File: src/rtl/invertion_arbiter.sv
// Round-robin arbiter feeding one shared, registered inversion datapath.
// Serves one request at a time and returns the result tagged with the requester index.
module invertion_arbiter #(
  parameter int WIDTH   = 32,
  parameter int NUM_REQ = 4,
  parameter int ID_W    = 3
) (
  input  logic                     clk,
  input  logic                     rst,
  input  logic [NUM_REQ-1:0]       req_valid,
  input  logic [NUM_REQ*WIDTH-1:0] req_data,
  output logic [NUM_REQ-1:0]       req_ready,
  output logic                     rsp_valid,
  input  logic                     rsp_ready,
  output logic [WIDTH-1:0]         rsp_data,
  output logic [ID_W-1:0]          rsp_id,
  output logic                     busy,
  output logic [15:0]              done_count,
  output logic [1:0]               state_dbg
);
  // Handshakes: a transfer happens on a rising edge where valid && ready are both high.
  // req_ready is one-hot and only asserted in IDLE; rsp_data/rsp_id hold while rsp_valid && !rsp_ready.

  localparam int SLOTS = 1 << ID_W;

  typedef enum logic [1:0] {
    IDLE = 2'd0,
    EXEC = 2'd1,
    HOLD = 2'd2
  } state_t;

  state_t            state;
  logic [ID_W-1:0]   rr_ptr;
  logic [ID_W-1:0]   grant_idx;
  logic [ID_W-1:0]   next_ptr;
  logic              grant_found;
  logic [SLOTS-1:0]  valid_ext;
  logic [ID_W:0]     probe;
  logic [WIDTH-1:0]  win_data;
  logic [WIDTH-1:0]  cap_data;
  logic [ID_W-1:0]   cap_id;
  logic [WIDTH-1:0]  dp_q;

  function automatic logic [31:0] invert_xform(input logic [31:0] a);
    invert_xform[31:16] = (a[31:16] == a[15:0]) ? ~a[15:0] : a[31:16];
    invert_xform[15:8]  = a[31:24] ^ a[23:16];
    invert_xform[7:0]   = ~a[7:0] | ~a[15:8];
  endfunction

  // Search starts at rr_ptr and wraps; rr_ptr < NUM_REQ so one subtraction suffices.
  always_comb begin
    valid_ext   = SLOTS'(req_valid);
    grant_found = 1'b0;
    grant_idx   = '0;
    probe       = '0;
    for (int k = 0; k < NUM_REQ; k++) begin
      probe = {1'b0, rr_ptr} + (ID_W+1)'(k);
      if (probe >= (ID_W+1)'(NUM_REQ)) probe = probe - (ID_W+1)'(NUM_REQ);
      if (!grant_found && valid_ext[probe[ID_W-1:0]]) begin
        grant_found = 1'b1;
        grant_idx   = probe[ID_W-1:0];
      end
    end
  end

  always_comb begin
    win_data  = '0;
    req_ready = '0;
    for (int i = 0; i < NUM_REQ; i++) begin
      if (grant_idx == ID_W'(i)) win_data = req_data[i*WIDTH +: WIDTH];
      req_ready[i] = (state == IDLE) && grant_found && (grant_idx == ID_W'(i));
    end
  end

  assign next_ptr  = (grant_idx == ID_W'(NUM_REQ-1)) ? '0 : grant_idx + 1'b1;
  assign rsp_data  = dp_q;
  assign state_dbg = state;

  always_ff @(posedge clk) begin
    if (rst) begin
      state      <= IDLE;
      rr_ptr     <= '0;
      cap_data   <= '0;
      cap_id     <= '0;
      dp_q       <= '0;
      rsp_valid  <= 1'b0;
      rsp_id     <= '0;
      busy       <= 1'b0;
      done_count <= '0;
    end else begin
      case (state)
        IDLE: begin
          if (grant_found) begin
            cap_data <= win_data;
            cap_id   <= grant_idx;
            rr_ptr   <= next_ptr;
            busy     <= 1'b1;
            state    <= EXEC;
          end
        end
        EXEC: begin
          dp_q      <= invert_xform(cap_data);
          rsp_valid <= 1'b1;
          rsp_id    <= cap_id;
          state     <= HOLD;
        end
        HOLD: begin
          if (rsp_ready) begin
            rsp_valid  <= 1'b0;
            busy       <= 1'b0;
            done_count <= done_count + 16'd1;
            state      <= IDLE;
          end
        end
        default: state <= IDLE;
      endcase
    end
  end

endmodule

File: config.mk
export PLATFORM = sky130hd
export DESIGN_NAME = invertion_arbiter
export DESIGN_NICKNAME = d
export VERILOG_FILES = /design/src/rtl/invertion_arbiter.sv
export SDC_FILE = /design/constraint.sdc
export NUM_CORES = 1
export LEC_CHECK = 0
export ABC_CLOCK_PERIOD_IN_PS = 4300
export BUFFER_PORTS_ARGS = -buffer_cell sky130_fd_sc_hd__buf_2
export CAP_MARGIN = 20
export CORE_ASPECT_RATIO = 0.75
export CORE_MARGIN = 5
export CORE_UTILIZATION = 40
export CTS_BUF_LIST = sky130_fd_sc_hd__clkbuf_4 sky130_fd_sc_hd__clkbuf_8
export CTS_CLUSTER_SIZE = 14
export DETAILED_ROUTE_END_ITERATION = 12
export PLACE_DENSITY = 0.77
export SLEW_MARGIN = 10
export SYNTH_ARGS = -nofsm -noshare
export SYNTH_HDL_FRONTEND = slang
export SYNTH_SLANG_ARGS = --single-unit
File: constraint.sdc
create_clock -name clk -period 4.3 [get_ports clk]
set_clock_uncertainty 0.05 [all_clocks]
set_input_delay 0.645 -clock clk [delete_from_list [all_inputs] [get_ports clk]]
set_output_delay 0.645 -clock clk [all_outputs]
set_load 0.1 [all_outputs]
## Word level (Yosys, flattened, before mapping)

Cells that the tools add are included.

| cells by class | value |
|---|---|
| add/subtract/negate cells | 9 |
| shift-type cells | 0 |
| reductions and logical operators | 20 |
| divide/modulo/power cells | 0 |
| bitwise gates (word level) | 5 |
| $lt $le $gt $ge | 8 |
| equal/unequal tests | 8 |
| $mul | 0 |
| multiplexer cells | 33 |

Operator list:

| kind | count |
|---|---|
| two-way mux 32 bit | 4 |
| two-way mux 3 bit | 9 |
| adder 16 x 1 -> 16 bit (second input constant) | 1 |
| equality test 16 bit | 1 |
| < comparator 3 x 4 -> 1 bit (second input constant) | 4 |
| two-way mux 16 bit | 1 |
| inverter 16 bit | 1 |
| inverter 8 bit | 2 |
| binary-select mux 1 bit (select 3 bit) | 4 |
| >= comparator 4 x 3 -> 1 bit (second input constant) | 3 |
| subtractor 3 bit (second input constant) | 4 |
| two-way mux 1 bit | 10 |
| adder 3 x 2 -> 4 bit (second input constant) | 2 |
| logical AND 1 bit | 8 |
| OR 8 bit | 1 |
| AND reduction 2 bit | 4 |
| bitwise XOR 8 bit | 1 |
| equality test 3 x 2 -> 1 bit (second input constant) | 2 |
| case mux 2 bit (3 select lines) | 1 |
| adder 3 x 1 -> 4 bit (second input constant) | 1 |
| two-way mux 2 bit | 2 |
| inequality test 2 bit (second input constant) | 2 |
| case mux 1 bit (2 select lines) | 2 |
| nonzero test 2 bit | 2 |
| other kinds (9) | 11 |

| storage, ports and cells | value |
|---|---|
| bits in registers | 93 |
| bits in read-only memories | 0 |
| memories | 0 |
| RAM bits | 0 |
| latch bits | 0 |
| output and inout port bits | 59 |

## Longest topological paths before layout

| depth | value |
|---|---|
| depth after elaboration | 19 |
| depth in mapped cells | 18 |
| mapped depth without buffers | 13 |

## Worst setup path after synthesis

Ideal clock, no wire load.

| path | value |
|---|---|
| path type | reg2out |
| start point | register rr_ptr[0] |
| end point | output req_ready[3] |
| path slack | -60 ps |
| cell stages (with the launch flop) | 14 |
| arrival time | 3,665 ps |
| required time | 3,605 ps |
| buffers on the path | 4 |
| cell sequence | dfxtp_1 > buf_6 > clkbuf_4 > inv_1 > ha_1 > mux4_2 > nand2_2 > and3_1 > a221oi_2 > nor2_1 > ha_1 > clkbuf_1 > clkbuf_1 > and2_1 |

| between the ends | value |
|---|---|
| longest elaborated chain between the ends | 16 |
| elaborated cells between the ends (all ways) | 40 |

Ends and longest elaborated chain:

| what | line | text |
|---|---|---|
| start: declaration | 33 | `logic [ID_W-1:0] rr_ptr;` |
| start signal: assignment | 96 | `rr_ptr <= next_ptr;` |
| parallel branches: the longest is 13 deep, another holds adder 3 x 1 -> 4 bit | - |  |
| two-way mux 3 bit (*) | 59 | `if (!grant_found && valid_ext[probe[ID_W-1:0]]) begin` |
| net grant_idx[1] | 34 | `logic [ID_W-1:0] grant_idx;` |
| equality test 3 x 2 -> 1 bit (*) | 71 | `req_ready[i] = (state == IDLE) && grant_found && (grant_idx == ID_W'(i));` |
| logical AND 1 bit (*) | 71 |  |
| end: declaration | 12 | `output logic [NUM_REQ-1:0] req_ready,` |

Mark *: on every way through the listed nets, which the timed path passes. The select of a mux whose other input is x is not followed.

## Final worst setup path

| path | value |
|---|---|
| start point | register rr_ptr[1] |
| end point | output req_ready[1] |

| between the ends | value |
|---|---|
| longest elaborated chain between the ends | 16 |
| elaborated cells between the ends (all ways) | 40 |

Ends and longest elaborated chain:

| what | line |
|---|---|
| parallel branches: the longest is 15 deep, another holds adder 3 x 1 -> 4 bit | - |
| logical AND 1 bit (*) | 71 |

Every way passes the cells marked *. The select of a mux whose other input is x is not followed.

==> impl_metrics.yaml <==
global_routing:
  grt_max_degree: 82
  grt_pass1_wl_um: 24600
  grt-ovfl-total: 0
  grt_pass1_vias: 4722
  antenna_found_initial: 2
  gr-usage-all-layers_pct: 19.9
detailed_routing:
  vias_per_cell: 5.44
  via_count: 5111
  drc: 0
  postRouteAntennaNets: 0
  wl_per_cell_um: 16.8
  drt_iter0_drc: 318
  wl_um: 15800
  drt-pass1-iter-count: 5
clock_tree:
  cts_buffers: 9
  clkSinkCount: 93
  h-tree-depth: 3
  cts_tree: "yes"
  clock_latency_ns: 0.36
  clockBufferDepth: 2
  root_buffer: "clkbuf_8"
  cts_setup_buffers: 0
  clk_pin_slew_ns: 0.10
status:
  status: "complete, no violations"
logic_synthesis:
  netlist_area_um2: 5230
  ys_top_cells_by_area: "dfxtp_1 36%, a211oi_2 7.7%, nor2_1 6.2%"
  postSynthAreaPerCell_um2: 8.66
  ys_top_cells_by_count: "93 x dfxtp_1, 86 x nor2_1, 41 x a21oi_1, 36 x nor2b_1"
  synth_top_area_share_pct: 35.6
  synth_fp_nets: 746
  synthFlopType: "dfxtp_1"
  synth-seq-cells: 93
  synthDistinctLibCells: 51
  synth_top_area_cell: "dfxtp_1"
  ys_seq_area_share_pct: 35.6
  synthArstFlopShare_pct: 0
  ys_warn_count: 0
  synth_most_common_cell: "dfxtp_1"
  netlist_instances: 604
  synth_edf_count: 0
timing:
  fmax_ghz: 0.248
  hold_viol: 0
  slew_headroom_pct: 35.6
  maxSlewViolCount: 0
  fin_crit_ns: 4.04
  setup_viol_count_final: 0
  final.period_utilization_pct: 94.0
  rsz0062_at_grt: "false"
  fin_setup_tns_ns: 0
  tightest_slew_ns: 0.966
placed_design:
  port_buffers: 193
  place_area_um2: 6270
  place.gp.congestion: 0.919
  dp_hpwl_um: 11900
floorplan:
  core_area_um2: 12900
  die_h_um: 109
  die_w_um: 142
  ioPinCount: 194
  std_cell_rows: 36
  die_area_um2: 15500
  initial_core_util_pct: 40.6
power_and_ir_drop:
  p_per_area_nw_per_um2: 809
  fin_total_pwr_mw: 5.26
  p_clk_share_pct: 12.7
  sw_frac_of_total_pct: 52.1
  p_switching_mw: 2.74
  combinationalPowerShare_pct: 61.8
  leakagePower_nw: 2.72
  p_int_mw: 2.52
  power_frac_seq_pct: 25.5
  ir_drop_mv: 0.415
critical_path:
  path_class: "reg -> out"
  critical_path_arrival_ns: 3.35
  cp-end-kind: "output port"
  critPathLaunchType: "flip-flop"
  required_ns: 3.61
  path_max_fanout: 33
final_layout:
  final_cell_area_um2: 6510
  regArea_um2: 1860
  drive_gt1_share_pct: 35.8
  diodes: 0
  nFillCells: 1259
  area_growth_pct: 24.4
  postLayoutCoreUtil_pct: 50.5
  multi_input_comb_area_um2: 3100
  layout.nets: 906
run:
  drv_cap: 0
min_path:
  hold_class: "reg -> reg"
==> routing by layer <==
| layer | vias to the layer above | share of wire, % | global-route usage [%] |
|---|---|---|---|
| li1 | 2517 | - | - |
| met1 | 2375 | 43 | 26.4 |
| met2 | 200 | 46 | 32.9 |
| met3 | 15 | 9.9 | 5.52 |
| met4 | 4 | 0.52 | 3.22 |
| met5 | - | 0.13 | 0 |
==> timing repair <==
action                     CTS  global route
hold buffers                 0             0
resized for setup            0             2
setup endpoints to repair    0             1
==> stage by stage <==
stage          std cells  hold slack (ns)  setup WS, ns
6_report             940            0.407         0.260
5_1_grt              940            0.443        0.0926
3_5_place_dp         924            0.396         0.504
3_3_place_gp         924            0.385         0.562
4_1_cts              940            0.411        0.0832
2_1_floorplan        604            0.376        0.0253
==> final timing paths <==
path | start | end | slack [ns] | depth (start not counted)
worst max-delay path | rr_ptr[1]$_SDFFE_PP0P_ | req_ready[1] | 0.26 | 11
worst min-delay path | rsp_id[0]$_SDFFE_PP0P_ | rsp_id[0]$_SDFFE_PP0P_ | 0.41 | 2
worst max register to register | rr_ptr[1]$_SDFFE_PP0P_ | cap_data[15]$_SDFFE_PP0P_ | 0.53 | 14
worst min register to register | rsp_id[0]$_SDFFE_PP0P_ | rsp_id[0]$_SDFFE_PP0P_ | 0.41 | 2
==> area by class of cell <==
cell class	count	share of cell area, %
clock buffers	10	2.11
repair buffers	203	16.6
flip-flops and latches	93	28.6
well taps	171	3.29
inverters	5	0.288
clock inverters	6	1.44
multi-input cells	452	47.7
==> sequential cells by signal, indices dropped and copies added (netlist names) <==
| register | count |
|---|---|
| cap_id | 3 |
| state_dbg | 2 |
| rsp_id | 3 |
| cap_data | 32 |
| rsp_valid | 1 |
| rr_ptr | 3 |
| done_count | 16 |
| rsp_data | 32 |
| busy | 1 |
==> worst max-delay path, cell delays in order (launching register included) <==
cell and delay (ns):
dfxtp_2 0.41, inv_1 0.10, ha_1 0.36, mux4_2 0.54, nand2_2 0.15, and3_1 0.20
and3_1 0.21, or2_2 0.14, ha_1 0.19, buf_6 0.26, and2_1 0.21, buf_12 0.18
==> power by group through the flow <==
stage	registers [mW]	logic, mW	clock network, mW
6_report	1.34	3.25	0.668
5_1_grt	1.37	3.54	0.724
4_1_cts	1.34	3.27	0.689
3_5_place_dp	1.36	3.26	0
2_1_floorplan	1.92	2.09	0
3_3_place_gp	1.36	3.22	0
==> layout by cell type, fill, tap and decap left out, types with 24 or more instances in the layout <==
cell type / n
buf_2: 190
dfxtp_1: 92
nor2_1: 86
a21oi_1: 41
nor2b_1: 34
nor3_1: 34
nand2_1: 32
a221oi_1: 32
a211oi_2: 32
xor2_1: 24
==> cell families (layout without fill, tap and decap cells) <==
| family | count (synthesis) | count (layout) | share of synthesized area, % |
|---|---|---|---|
| and+or+nand+nor | 248 | 248 | 23.8 |
| AOI/OAI and AO/OA | 151 | 151 | 24.8 |
| DFF | 93 | 93 | 35.6 |
| buffers and inverters | 59 | 224 | 5.36 |
| xor gates and xnor gates | 37 | 37 | 6.20 |
| muxes | 9 | 9 | 2.51 |
| adders and majority gates | 7 | 7 | 1.67 |
No activity file was read; power rests on OpenSTA's default activity.
